### config.mk
export PLATFORM = sky130hd
export DESIGN_NAME = rf_write_queue
export DESIGN_NICKNAME = d
export VERILOG_FILES = /design/src/rtl/rf_write_queue.sv
export SDC_FILE = /design/constraint.sdc
export NUM_CORES = 1
export LEC_CHECK = 0
export ABC_AREA = 1
export CAP_MARGIN = 20
export CORE_MARGIN = 2
export CORE_UTILIZATION = 37
export DETAILED_ROUTE_END_ITERATION = 7
export GPL_TIMING_DRIVEN = 0
export SETUP_SLACK_MARGIN = 0.4
export SLEW_MARGIN = 20
export SYNTH_ARGS = -nofsm -noshare
export SYNTH_HDL_FRONTEND = slang
export SYNTH_SLANG_ARGS = --single-unit
### constraint.sdc
create_clock -name clk -period 7.4 [get_ports clk]
set_input_delay 1.48 -clock clk [delete_from_list [all_inputs] [get_ports clk]]
set_output_delay 1.48 -clock clk [all_outputs]
set_load 0.01 [all_outputs]
### src/rtl/rf_write_queue.sv
// rtl/rf_write_queue.sv - writeback queue serializing ALU/load results onto the register file write port
module rf_write_queue #(
    parameter int DEPTH = 4,
    parameter int PTR_W = 2
) (
    input  logic             clk,
    input  logic             rst_n,
    input  logic             flush,
    input  logic             ld_valid,
    output logic             ld_ready,
    input  logic [3:0]       ld_dst,
    input  logic [15:0]      ld_data,
    input  logic             alu_valid,
    output logic             alu_ready,
    input  logic [3:0]       alu_dst,
    input  logic [15:0]      alu_data,
    input  logic             alu_wreg,
    input  logic [2:0]       alu_flag_en,
    input  logic [2:0]       alu_flags,
    output logic             rf_we,
    output logic [3:0]       rf_dst,
    output logic [15:0]      rf_data,
    output logic [2:0]       flag_en,
    output logic [2:0]       flag_val,
    input  logic [3:0]       src1,
    input  logic [3:0]       src2,
    output logic             pend1,
    output logic             pend2,
    output logic [PTR_W:0]   count
);

    localparam logic [PTR_W:0] depthVal = (PTR_W + 1)'(DEPTH);

    logic [3:0]       entDst  [DEPTH];
    logic [15:0]      entData [DEPTH];
    logic [2:0]       entFen  [DEPTH];
    logic [2:0]       entFval [DEPTH];
    logic [DEPTH-1:0] entWreg;
    logic [DEPTH-1:0] entValid;

    logic [PTR_W-1:0] headPtr, tailPtr, aluSlot;
    logic [PTR_W:0]   occ, freeSlots;
    logic             ldPush, aluPush, pop, headValid;
    logic             ldWreg, aluWreg;

    // Space is judged on the occupancy at cycle start; a same-cycle pop never helps.
    assign freeSlots = depthVal - occ;
    assign ld_ready  = (freeSlots >= (PTR_W + 1)'(1));
    assign alu_ready = (freeSlots >= (PTR_W + 1)'(2)) ||
                       ((freeSlots >= (PTR_W + 1)'(1)) && !ld_valid);

    assign ldPush  = ld_valid & ld_ready & !flush;
    assign aluPush = alu_valid & alu_ready & !flush;
    assign pop     = (occ != '0);
    assign aluSlot = tailPtr + PTR_W'(ldPush);

    // R0 is hardwired; only its flag side effects survive.
    assign ldWreg  = (ld_dst != 4'd0);
    assign aluWreg = alu_wreg & (alu_dst != 4'd0);

    always_ff @(posedge clk or negedge rst_n) begin
        if (!rst_n) begin
            headPtr  <= '0;
            tailPtr  <= '0;
            occ      <= '0;
            entValid <= '0;
            entWreg  <= '0;
            for (int i = 0; i < DEPTH; i++) begin
                entDst[i]  <= '0;
                entData[i] <= '0;
                entFen[i]  <= '0;
                entFval[i] <= '0;
            end
        end else if (flush) begin
            headPtr  <= '0;
            tailPtr  <= '0;
            occ      <= '0;
            entValid <= '0;
        end else begin
            if (pop) begin
                entValid[headPtr] <= 1'b0;
                headPtr           <= headPtr + PTR_W'(1);
            end
            if (ldPush) begin
                entValid[tailPtr] <= 1'b1;
                entWreg[tailPtr]  <= ldWreg;
                entDst[tailPtr]   <= ld_dst;
                entData[tailPtr]  <= ld_data;
                entFen[tailPtr]   <= 3'b000;
                entFval[tailPtr]  <= 3'b000;
            end
            if (aluPush) begin
                entValid[aluSlot] <= 1'b1;
                entWreg[aluSlot]  <= aluWreg;
                entDst[aluSlot]   <= alu_dst;
                entData[aluSlot]  <= alu_data;
                entFen[aluSlot]   <= alu_flag_en;
                entFval[aluSlot]  <= alu_flags;
            end
            tailPtr <= tailPtr + PTR_W'(ldPush) + PTR_W'(aluPush);
            occ     <= occ + (PTR_W + 1)'(ldPush) + (PTR_W + 1)'(aluPush) - (PTR_W + 1)'(pop);
        end
    end

    assign headValid = entValid[headPtr];
    assign rf_we     = headValid & entWreg[headPtr];
    assign rf_dst    = headValid ? entDst[headPtr]  : 4'd0;
    assign rf_data   = headValid ? entData[headPtr] : 16'd0;
    assign flag_en   = headValid ? entFen[headPtr]  : 3'b000;
    assign flag_val  = headValid ? entFval[headPtr] : 3'b000;
    assign count     = occ;

    // The popping head still counts as pending; the register file resolves same-cycle read/write.
    always_comb begin
        pend1 = 1'b0;
        pend2 = 1'b0;
        for (int i = 0; i < DEPTH; i++) begin
            if (entValid[i] && entWreg[i] && (entDst[i] == src1) && (src1 != 4'd0)) pend1 = 1'b1;
            if (entValid[i] && entWreg[i] && (entDst[i] == src2) && (src2 != 4'd0)) pend2 = 1'b1;
        end
    end

endmodule

; ---- Word-level counts from Yosys, hierarchy flattened
; Index checks and enable logic that the tools add are counted.
; W data, S select, Z words.
[totals]
ff_bits = 119
output_inout_bits = 34
[op_classes]
add_sub_neg = 7
order_cmp = 13
n_eq_ne = 8
n_mux = 79
bitwise = 16
n_reduce_logical = 35
[op_table]
columns = op, n
row1 = $mux W64, 3
row2 = $bwmux W64, 2
row3 = $mux W16, 8
row4 = $mux W12, 6
row5 = $demux W16 S2, 2
row6 = $mux W4, 14
row7 = $bmux W16 S2, 1
row8 = $bwmux W16, 2
row9 = $eq A4 B4 Y1, 8
row10 = $mux W3, 9
row11 = $logic_and A1 B1 Y1, 26
row12 = $and A12 B12 Y12, 2
row13 = $bwmux W12, 2
row14 = $demux W4 S2, 2
row15 = $reduce_bool A4 Y1, 4
row16 = $mux W1, 13
row17 = $bmux W3 S2, 2
row18 = $demux W3 S2, 2
row19 = $not A12 Y12, 1
row20 = $ge A3 B3 Y1 const B, 3
row21 = $lt A2 B3 Y1 const B, 3
row22 = $not A2 Y3, 3
row23 = $bmux W4 S2, 1
row24 = $bwmux W4, 2
row25 = other kinds (20), 37

; ---- Longest topological paths before layout
; Gate-level depths: netlist of run 1.
[logic_depth]
ltp_word = 14
mapped_depth = 20
ltp_nobuf = 18

; ---- Worst setup path after synthesis of run 1
; No wires, ideal clock.
[synth_timing]
path_type = in2out
start = input src1[2]
end = output pend1
t_arrival_ns = 2.251
t_required_ns = 5.920
slack_ns = 3.669
cell_stages = 9
path_cell_list = clkbuf_1 inv_1 nand2_1 nand2_1 nor2_1 nand3_1 nand2_1 nor2_1 nor2_1
[synth_between]
elab_chain_len = 7
word_cells_on_any_way = 17
classes_between = 4 x eq/ne / 4 x mux / 9 x reduce/logical
[synth_rtl]
columns = item, line_no
row1 = from (decl), 25  ; input logic [3:0] src1,
row2 = $eq A4 B4 Y1, 118  ; if (entValid[i] && entWreg[i] && (entDst[i] == src1) && (src1 != 4'd0)) pend1 = 1'b1;
row3 = $logic_and A1 B1 Y1 (2 in series), 118
row4 = $mux W1 (3 in series), 118
row5 = $mux W1 *, 118
row6 = to (decl), 27  ; output logic pend1,
; Every way passes the cells marked *; elsewhere a longest branch is shown, timed or not.

; ---- Worst setup path in the final report of run 1
[layout_timing]
start = input src2[3]
end = output pend2
[layout_between]
elab_chain_len = 7
word_cells_on_any_way = 17
classes_between = 4 x eq/ne / 4 x mux / 9 x reduce/logical
[layout_rtl]
columns = item, line_no
row1 = from (decl), 26  ; input logic [3:0] src2,
row2 = $eq A4 B4 Y1, 119  ; if (entValid[i] && entWreg[i] && (entDst[i] == src2) && (src2 != 4'd0)) pend2 = 1'b1;
row3 = $logic_and A1 B1 Y1 (2 in series), 119
row4 = $mux W1 (3 in series), 119
row5 = $mux W1 *, 119
row6 = to (decl), 28  ; output logic pend2,
; Marks and branches as above.

==> impl_metrics.sql, run 1 <==
INSERT INTO impl_metrics (metric_group, metric, value, unit) VALUES
('run_status', 'run_status', 'completed', ''),
('clock_network', 'cts-buffers-inserted', '17', ''),
('pwr', 'ir_drop', '0.1983', 'mV'),
('sta', 'finClkSkew', '7.990', 'ps'),
('yosys', 'synthMostInstantiatedCell', 'nand2_1', ''),
('yosys', 'mappedNetlistNets', '1305', ''),
('place', 'placedCellCount', '1602', ''),
('place', 'placement.setup.worst_slack', '2678', 'ps'),
('drt', 'drt_first_iter_violations', '957', ''),
('drt', 'postRouteWirelength', '28580', 'um'),
('global_route', 'pin_count_of_the_biggest_net_entering_global_routing', '78', ''),
('yosys', 'top_cell_type_by_total_area_after_synthesis', 'dfrtp_1', ''),
('setup_path', 'critPathRequiredTime', '5920', 'ps'),
('yosys', 'synthTopCellsByArea', 'dfrtp_1, nand2_1, nand4_1', ''),
('floorplanning', 'ios', '94', ''),
('min_path', 'min_from', 'entFval[9]', ''),
('drt', 'route.detailed.vias_per_inst', '5.228', ''),
('place', 'hpwlAfterDp', '20750', 'um'),
('clock_network', 'post_cts.resized_instances', '0', ''),
('clock_network', 'cts_hold_repair.buffers', '0', ''),
('floorplanning', 'chipWidth', '152.4', 'um'),
('yosys', 'synth-edff-count', '0', ''),
('drt', 'drc', '0', ''),
('sta', 'slew_headroom', '0.4656', ''),
('yosys', 'syn_inst', '1232', ''),
('sta', 'final-setup-viol-count', '0', ''),
('finish', 'layout.cells.non_filler', '1634', ''),
('global_route', 'groute.layer.met2.usage', '0.4015', ''),
('clock_network', 'post-cts-setup-buffers', '0', ''),
('global_route', 'use_met1', '0.3314', ''),
('sta', 'worstMarginPinSlew', '801.6', 'ps'),
('global_route', 'layer_carrying_the_most_global_route_usage', 'met2', ''),
('global_route', 'groute.layer.met3.usage', '0.03953', ''),
('floorplanning', 'initial_core_util', '0.3757', ''),
('sta', 'clock.fmax', '0.2114', 'GHz'),
('clock_network', 'clockBufferDepth', '2', ''),
('floorplanning', 'die_area', '23230', 'um2'),
('sta', 'final_hold_viol_count', '0', ''),
('sta', 'minimum_clock_period', '4730', 'ps'),
('min_path', 'min_path_type', 'reg -> reg', ''),
('clock_network', 'tritoncts', 'done', ''),
('sta', 'grt_setup_unrepaired', 'false', ''),
('yosys', 'syn_avg_cell_area', '6.615', 'um2'),
('clock_network', 'cts.reportedPaths.clkPinSlew', '60', 'ps'),
('drt', 'routed_wl_per_cell', '17.49', 'um'),
('place', 'place_area', '9419', 'um2'),
('yosys', 'synth-seq-area-share', '0.3654', ''),
('yosys', 'yosys-top-cells-count', 'nand2_1, dfrtp_1, inv_1', ''),
('finish', 'finish.instance_area', '9988', 'um2'),
('pwr', 'cellLeakagePower', '5.320', 'nW'),
('global_route', 'grt_remaining_overflow', '0', ''),
('clock_network', 'htree_levels', '4', ''),
('sta', 'final_max_slew_viols', '0', ''),
('finish', 'area_growth', '22.57', '%'),
('setup_path', 'critical_path_arrival', '3250', 'ps'),
('finish', 'final_net_count', '1414', ''),
('floorplanning', 'floorplan.rows', '54', ''),
('pwr', 'cellPowerDensity', '418.5', 'nW/um2'),
('yosys', 'async_reset_ff_frac', '1.000', ''),
('yosys', 'synthDominantCellAreaShare', '0.3654', ''),
('finish', 'n_antenna_cell', '0', ''),
('floorplanning', 'die_y', '152.4', 'um'),
('place', 'gp_routability_congestion', '0.9111', ''),
('global_route', 'grt_pass1_vias', '8082', ''),
('yosys', 'post_synth_instance_area', '8149', 'um2'),
('clock_network', 'cts.root.buffer_cell', 'clkbuf_16', ''),
('yosys', 'ys.warnings.count', '0', ''),
('drt', 'detail_route.first_pass.iterations', '5', ''),
('sta', 'finalCritPeriodShare', '0.6392', ''),
('setup_path', 'critPathLaunch', 'src2[3]', ''),
('finish', 'layout-drive-gt1-share', '0.08641', '');
worst paths after layout:
path,endpoint,slack [ps],depth (start not counted)
max reg2reg,entDst[11],4210,16
min in group asynchronous,count[2],970,1
min,entFval[9],470,2
max,pend2,2670,10
min reg2reg,entFval[9],470,2
max in group asynchronous,entDst[2],5710,2
flip-flops by register name (all words and copies together), names as in the netlist, 3 cells and up:
name	cells
entValid	4
entFen	12
entFval	12
entWreg	4
count	3
entData	64
entDst	16
metal layers:
| metal | wire (um) | share of wire |
|---|---|---|
| met4 | 671 | 0.023 |
| met5 | 0 | 0 |
| met1 | 12840 | 0.45 |
| met2 | 13410 | 0.47 |
| met3 | 1660 | 0.058 |
stage by stage:
stage / power [mW] / util / hold WS [ps] / setup TNS [ps]
2_1_floorplan: 2.494 / - / 436.6 / 0
3_3_place_gp: 3.322 / 0.4330 / 447.6 / -9481
3_5_place_dp: 3.349 / 0.4343 / 453.1 / 0
4_1_cts: 4.170 / 0.4605 / 466.5 / 0
5_1_grt: 4.492 / 0.4605 / 479.8 / 0
6_report: 4.180 / 0.4605 / 465.6 / 0
cell type report:
| cell class | count | area, um2 |
|---|---|---|
| inverter | 91 | 346.6 |
| clock inverter | 8 | 97.59 |
| fill | 2271 | 11700 |
| buffer | 82 | 484.2 |
| clock buffer | 24 | 471.7 |
| tap | 280 | 350.3 |
| sequential | 119 | 2978 |
| timing repair buffer | 90 | 919.6 |
| multi-input combinational | 940 | 4340 |
kinds of logic after synthesis:
| group | count (synthesis) | synth area share |
|---|---|---|
| AND/OR/NAND/NOR | 785 | 0.4136 |
| buffers and inverters | 173 | 0.1020 |
| AO/OA/AOI/OAI | 130 | 0.08429 |
| flip-flops | 119 | 0.3654 |
| adder cells (fa/ha/maj) | 13 | 0.02180 |
| XOR/XNOR | 12 | 0.01290 |
where the power goes:
| part | leakage [nW] | total (mW) | switching [mW] | internal (mW) |
|---|---|---|---|---|
| Clock | 0.270 | 0.816 | 0.305 | 0.511 |
| Sequential | 1.54 | 1.13 | 0.201 | 0.930 |
| Combinational | 3.51 | 2.23 | 1.43 | 0.805 |
cells in the final DEF, fill, tap and decap left out, drive strengths merged:
cell type        n
fa               2
nor4             2
xnor2            6
nand3           83
nand2          536
ha              11
o211ai           2
dfrtp          119
clkinvlp         3
nor2            88
bufinv           2
a21boi           1
clkbuf          43
clkinv           4
nand4           76
buf             65
xor2             6
o22ai           18
a21oi           14
clkdlybuf4s50   88
o21ai           95
inv             90
worst max-delay path: stages:
cell	delay (ps)
clkdlybuf4s50_1	610
inv_1	110
nand2_1	60
o21ai_0	70
nor2_1	110
nand3_1	90
nand2_1	60
nor2_1	40
nor2_1	80
clkdlybuf4s50_1	540
Power figures use the tool's default switching activity.
==> inputs of run 2 (changes only) <==
==> constraint.sdc (replaced) <==
create_clock -name clk -period 4.2 [get_ports clk]
set_input_delay 0.84 -clock clk [delete_from_list [all_inputs] [get_ports clk]]
set_output_delay 0.84 -clock clk [all_outputs]
set_load 0.01 [all_outputs]
==> impl_metrics.sql, run 2 (synthesized netlist as in run 1, its figures left out) <==
INSERT INTO impl_metrics (metric_group, metric, value, unit) VALUES
('finish', 'final_cell_mix', 'nand2_1, dfrtp_1, clkdlybuf4s50_1', ''),
('sta', 'holdWs', '326.8', 'ps'),
('clock_network', 'cts.root.buffer_cell', 'clkbuf_16', ''),
('finish', 'mostFrequentLayoutCell', 'nand2_1', ''),
('setup_path', 'timing.critical_path.cells', 'buf_2 > clkinv_1 > clkbuf_1 > nor2_1 > o21ai_0 > nand2_1 > inv_1 > clkdlybuf4s50_1', ''),
('sta', 'post-route-worst-setup-slack', '583.6', 'ps'),
('finish', 'fillerInstances', '2270', ''),
('setup_path', 'crit_type', 'reg -> out', ''),
('clock_network', 'post-cts-setup-buffers', '0', ''),
('sta', 'grt_setup_unrepaired', 'false', ''),
('setup_path', 'cp_max_fo', '10', ''),
('sta', 'minimum_clock_period', '3616', 'ps'),
('drt', 'routed_wl_per_cell', '17.52', 'um'),
('floorplanning', 'floorplan.rows', '54', ''),
('global_route', 'grtUsageTotal', '0.2455', ''),
('floorplanning', 'chipWidth', '152.4', 'um'),
('clock_network', 'cts-buffers-inserted', '17', ''),
('global_route', 'grt_antenna_before_repair', '0', ''),
('finish', 'area_growth', '22.66', '%'),
('place', 'hpwlAfterDp', '20750', 'um'),
('drt', 'postRouteAntennaNets', '0', ''),
('clock_network', 'clockBufferDepth', '2', ''),
('setup_path', 'max_stage_delay', '620', 'ps'),
('setup_path', 'critPathRequiredTime', '3360', 'ps'),
('run_status', 'run_status', 'completed', ''),
('drt', 'drc', '0', ''),
('finish', 'final_net_count', '1414', ''),
('finish', 'finish.instance_area', '9996', 'um2'),
('clock_network', 'cts_num_sinks', '119', ''),
('floorplanning', 'initial_core_util', '0.3757', ''),
('drt', 'detail_route.first_pass.iterations', '5', ''),
('place', 'gp_routability_congestion', '0.9111', ''),
('global_route', 'grt_first_pass_wirelength', '44860', 'um'),
('setup_path', 'critical_path.slowest_cell', 'clkbuf_1', ''),
('place', 'io_buffer_count', '89', ''),
('sta', 'worstMarginPinSlew', '792.2', 'ps'),
('sta', 'finalCritPeriodShare', '0.8610', ''),
('clock_network', 'cts_hold_repair.buffers', '0', ''),
('clock_network', 'clock_insertion_delay_worst_skew', '420', 'ps'),
('min_path', 'min_path_type', 'in -> async', ''),
('setup_path', 'critical_path.endpoint_type', 'output pin', ''),
('setup_path', 'timing.reg2reg.setup_slack', '1000', 'ps'),
('clock_network', 'tritoncts', 'done', ''),
('floorplanning', 'floorplan.core_area', '21690', 'um2'),
('global_route', 'pin_count_of_the_biggest_net_entering_global_routing', '78', ''),
('floorplanning', 'die_area', '23230', 'um2'),
('pwr', 'cellPowerDensity', '738.5', 'nW/um2'),
('finish', 'largest_register', 'entData', ''),
('pwr', 'ir_drop', '0.3488', 'mV'),
('finish', 'n_antenna_cell', '0', ''),
('finish', 'top_regs', 'entData: 64 flops, entDst: 16 flops', ''),
('place', 'place_area', '9419', 'um2'),
('drt', 'vias', '8620', ''),
('finish', 'multiInputGateArea', '4348', 'um2'),
('drt', 'drt_first_iter_violations', '949', ''),
('finish', 'seq_area', '2978', 'um2'),
('setup_path', 'critical_path_arrival', '2780', 'ps'),
('job', 'max_cap_violations', '0', ''),
('sta', 'final_hold_viol_count', '0', ''),
('setup_path', 'cp-start-kind', 'flop', ''),
('sta', 'final_max_slew_viols', '0', ''),
('place', 'placement.setup.worst_slack', '758.5', 'ps'),
('sta', 'final-setup-viol-count', '0', ''),
('place', 'placedCellCount', '1602', ''),
('global_route', 'grt_pass1_vias', '8082', ''),
('finish', 'largest_register_ff_count', '64', ''),
('sta', 'slew_headroom', '0.4719', ''),
('finish', 'layout.cells.non_filler', '1634', ''),
('drt', 'route.detailed.vias_per_inst', '5.275', ''),
('finish', 'layout-drive-gt1-share', '0.08641', ''),
('sta', 'finClkSkew', '5.779', 'ps'),
('drt', 'postRouteWirelength', '28630', 'um'),
('global_route', 'grt_remaining_overflow', '0', ''),
('pwr', 'post-layout-total-power', '7.382', 'mW'),
('floorplanning', 'die_y', '152.4', 'um'),
('pwr', 'cellLeakagePower', '5.320', 'nW'),
('floorplanning', 'ios', '94', ''),
('clock_network', 'cts.reportedPaths.clkPinSlew', '60', 'ps'),
('sta', 'clock.fmax', '0.2765', 'GHz'),
('clock_network', 'htree_levels', '4', '');
## run 2: cell count changes in the layout (fill, tap and decap cells not counted)
cell | previous run | this run
o22ai_4 | 0 | 1
o22ai_2 | 1 | 0
## run 2: per-layer routing
metal,global-route usage,up-vias,wire length (um)
met5,0,-,0
met4,0.08456,0,696
met3,0.03953,49,1927
met2,0.4015,348,13350
met1,0.3314,4033,12650
li1,-,4190,-
## run 2: final cells by class
cell class / count / share of cell area
clock buffer: 24 / 0.04719
inverter: 91 / 0.03467
tap: 280 / 0.03505
clock inverter: 8 / 0.009763
multi-input combinational: 940 / 0.4350
buffer: 82 / 0.04844
sequential: 119 / 0.2979
timing repair buffer: 90 / 0.09200
## run 2: metrics by stage
step                utilization  setup TNS (ps)
detailed placement       0.4343               0
CTS                      0.4605               0
global placement         0.4330         -314120
finish                   0.4609               0
global route             0.4609               0
floorplan                     -               0
## run 2: path summary, 6_finish.rpt
| path | startpoint | to | cells after the start |
|---|---|---|---|
| worst max-delay path | headPtr[0] | rf_dst[2] | 8 |
| worst min-delay path | rst_n | count[2] | 1 |
| worst max register to register | count[0] | entDst[11] | 16 |
| worst min register to register | entFval[9] | entFval[9] | 2 |
| max in group asynchronous | rst_n | entDst[14] | 2 |
| min in group clk | entFval[9] | entFval[9] | 2 |
## run 2: what timing repair did
item	CTS	global route
endpoints found under the setup margin	0	6
resized for setup	0	1
hold endpoints to repair	0	0
## run 2: power breakdown
part	switching (mW)	internal [mW]	total, mW
Sequential	0.357	1.64	2.00
Clock	0.538	0.901	1.44
Combinational	2.52	1.42	3.95
Total	3.42	3.96	7.38
## run 2: critical path: cells and delay by family (launching register included)
family	cells	cell delay [ps]
AOI/OAI and AO/OA	1	270
DFF	1	390
and+or+nand+nor	2	170
buffers and inverters	5	1510
==> inputs of run 3 (changes only) <==
--- a/config.mk
+++ b/config.mk
@@ -9,6 +9,7 @@
 export CAP_MARGIN = 20
 export CORE_MARGIN = 2
 export CORE_UTILIZATION = 37
+export CTS_CLUSTER_DIAMETER = 200
 export DETAILED_ROUTE_END_ITERATION = 7
 export GPL_TIMING_DRIVEN = 0
 export SETUP_SLACK_MARGIN = 0.4
==> constraint.sdc (replaced) <==
create_clock -name clk -period 3.4 [get_ports clk]
set_input_delay 0.68 -clock clk [delete_from_list [all_inputs] [get_ports clk]]
set_output_delay 0.68 -clock clk [all_outputs]
set_load 0.01 [all_outputs]
==> impl_metrics.sql, run 3 (synthesized netlist as in run 1, its figures left out) <==
INSERT INTO impl_metrics (metric_group, metric, value, unit) VALUES
('run_status', 'run_status', 'completed', ''),
('job', 'max_cap_violations', '0', ''),
('finish', 'final_cell_mix', 'nand2_1, dfrtp_1, inv_1', ''),
('setup_path', 'crit-reg2reg-capture', 'entDst[11]', ''),
('finish', 'top_regs', 'entData: 64 flops, entDst: 16 flops', ''),
('floorplanning', 'initial_core_util', '0.3757', ''),
('clock_network', 'cts_hold_repair.buffers', '0', ''),
('drt', 'detail_route.first_pass.iterations', '6', ''),
('place', 'io_buffer_count', '89', ''),
('setup_path', 'critical_path.slowest_cell', 'clkdlybuf4s50_1', ''),
('finish', 'mostFrequentLayoutCell', 'nand2_1', ''),
('global_route', 'grt_pass1_vias', '8125', ''),
('drt', 'drt_first_iter_violations', '887', ''),
('sta', 'worstMarginPinSlew', '605.8', 'ps'),
('place', 'hpwlAfterDp', '20750', 'um'),
('finish', 'largest_register', 'entData', ''),
('sta', 'final-setup-viol-count', '0', ''),
('finish', 'layout-drive-gt1-share', '0.1080', ''),
('clock_network', 'cts-buffers-inserted', '17', ''),
('clock_network', 'clockBufferDepth', '2', ''),
('floorplanning', 'floorplan.core_area', '21690', 'um2'),
('global_route', 'pin_count_of_the_biggest_net_entering_global_routing', '78', ''),
('global_route', 'grt_remaining_overflow', '0', ''),
('min_path', 'min_path_type', 'in -> async', ''),
('drt', 'routed_wl_per_cell', '17.66', 'um'),
('setup_path', 'ff2ff_path_depth', '16', ''),
('sta', 'clock.fmax', '0.3352', 'GHz'),
('finish', 'largest_register_ff_count', '64', ''),
('setup_path', 'critPathRequiredTime', '2720', 'ps'),
('sta', 'timing.setup.tns', '0', 'ps'),
('setup_path', 'timing.reg2reg.setup_slack', '570', 'ps'),
('global_route', 'grt_first_pass_wirelength', '45110', 'um'),
('place', 'gp_routability_congestion', '0.9111', ''),
('drt', 'route.detailed.vias_per_inst', '5.280', ''),
('setup_path', 'reg2reg_from', 'count[0]', ''),
('sta', 'slew_headroom', '0.5957', ''),
('setup_path', 'timing.critical_path.cells', 'buf_4 > inv_2 > o21ai_1 > o22ai_4 > buf_6 > buf_8 > nand2_1 > inv_1 > clkdlybuf4s50_1', ''),
('finish', 'final_net_count', '1421', ''),
('setup_path', 'critical_path_buf_inv_count', '6', ''),
('place', 'place_area', '9419', 'um2'),
('sta', 'final_hold_viol_count', '0', ''),
('pwr', 'cellPowerDensity', '922.6', 'nW/um2'),
('clock_network', 'cts_num_sinks', '119', ''),
('sta', 'finClkSkew', '6.543', 'ps'),
('sta', 'minimum_clock_period', '2983', 'ps'),
('clock_network', 'cts.root.buffer_cell', 'clkbuf_16', ''),
('drt', 'vias', '8665', ''),
('sta', 'finalCritPeriodShare', '0.8775', ''),
('global_route', 'grtUsageTotal', '0.2470', ''),
('drt', 'postRouteAntennaNets', '0', ''),
('sta', 'final_max_slew_viols', '0', ''),
('setup_path', 'critical_path.endpoint_type', 'output pin', ''),
('setup_path', 'cp-start-kind', 'flop', ''),
('sta', 'grt_setup_unrepaired', 'true', ''),
('drt', 'drc', '0', ''),
('drt', 'postRouteWirelength', '28990', 'um'),
('pwr', 'cellLeakagePower', '5.556', 'nW'),
('setup_path', 'cpLargestDelayFamily', 'buffers and inverters', ''),
('clock_network', 'clock_insertion_delay_worst_skew', '430', 'ps'),
('finish', 'finish.instance_area', '10210', 'um2'),
('clock_network', 'htree_levels', '4', ''),
('clock_network', 'cts.reportedPaths.clkPinSlew', '60', 'ps'),
('floorplanning', 'die_y', '152.4', 'um'),
('finish', 'fin_util', '0.4708', ''),
('finish', 'area_growth', '25.30', '%'),
('setup_path', 'max_stage_delay', '530', 'ps'),
('global_route', 'grt_antenna_before_repair', '0', ''),
('floorplanning', 'ios', '94', ''),
('clock_network', 'tritoncts', 'done', ''),
('pwr', 'ir_drop', '0.4496', 'mV'),
('floorplanning', 'chipWidth', '152.4', 'um'),
('finish', 'n_antenna_cell', '0', ''),
('setup_path', 'critical_path_arrival', '2300', 'ps'),
('floorplanning', 'floorplan.rows', '54', ''),
('floorplanning', 'die_area', '23230', 'um2'),
('sta', 'holdWs', '166.4', 'ps'),
('setup_path', 'crit_type', 'reg -> out', ''),
('setup_path', 'cp_max_fo', '9', '');
==> run 3: changes by cell type in the layout (fill, tap and decap cells not counted), sizes merged <==
cell,before,now
dlygate4sd2,0,5
buf,65,70
clkdlybuf4s15,0,1
dlymetal6s2s,0,8
clkbuf,43,45
clkdlybuf4s50,88,74
==> run 3: repair_timing <==
| action | in CTS | in global routing |
|---|---|---|
| endpoints found under the setup margin | 91 | 115 |
| gates resized for setup | 47 | 35 |
| buffers inserted | 4 | 2 |
| pin swaps | 1 | 2 |
| cloned | 0 | 1 |
==> run 3: through the flow <==
stage	instances	setup slack, ps	power (mW)
3_3_place_gp	1601	-3288	7.230
3_5_place_dp	1602	179.8	7.288
5_1_grt	1641	342.4	10.10
4_1_cts	1638	410.1	9.244
2_1_floorplan	1232	664.6	5.427
6_report	1641	416.6	9.421
==> run 3: layout make-up <==
type	count	area, um2
fill	2266	11480
multi-input combinational	940	4378
sequential	119	2980
timing repair buffer	97	1011
buffer	82	574.3
clock buffer	24	471.7
tap	280	350.3
inverter	91	347.8
clock inverter	8	97.59
==> run 3: worst max path at each step <==
stage / start / end / slack, ps / cells past startpoint
floorplan: count[0] / entFen[0] / 660 / 16
global placement: rst_n / entDst[8] / -3290 / 1
detailed placement: flush / entData[56] / 180 / 14
CTS: count[0] / alu_ready / 410 / 8
global route: headPtr[0] / rf_data[5] / 340 / 9
finish: headPtr[1] / rf_data[6] / 420 / 9
==> run 3: routing by layer <==
layer	vias to the layer above	wire, um	track usage
li1	4202	-	-
met1	4040	12610	0.3327
met2	359	13440	0.4011
met3	64	2038	0.04039
met4	0	895	0.09168
met5	-	0	0
==> run 3: worst register-to-register path: cells and delay by family (launching register included) <==
family	cells	cell delay (ps)
fa+ha+maj	3	820
buf+inv	5	500
flops	1	360
simple gates	8	1110
==> run 3: where the power goes <==
| group | total (mW) | switching [mW] | internal (mW) |
|---|---|---|---|
| Clock | 1.78 | 0.663 | 1.11 |
| Combinational | 5.19 | 3.21 | 1.98 |
| Sequential | 2.46 | 0.431 | 2.03 |
| Total | 9.42 | 4.30 | 5.12 |
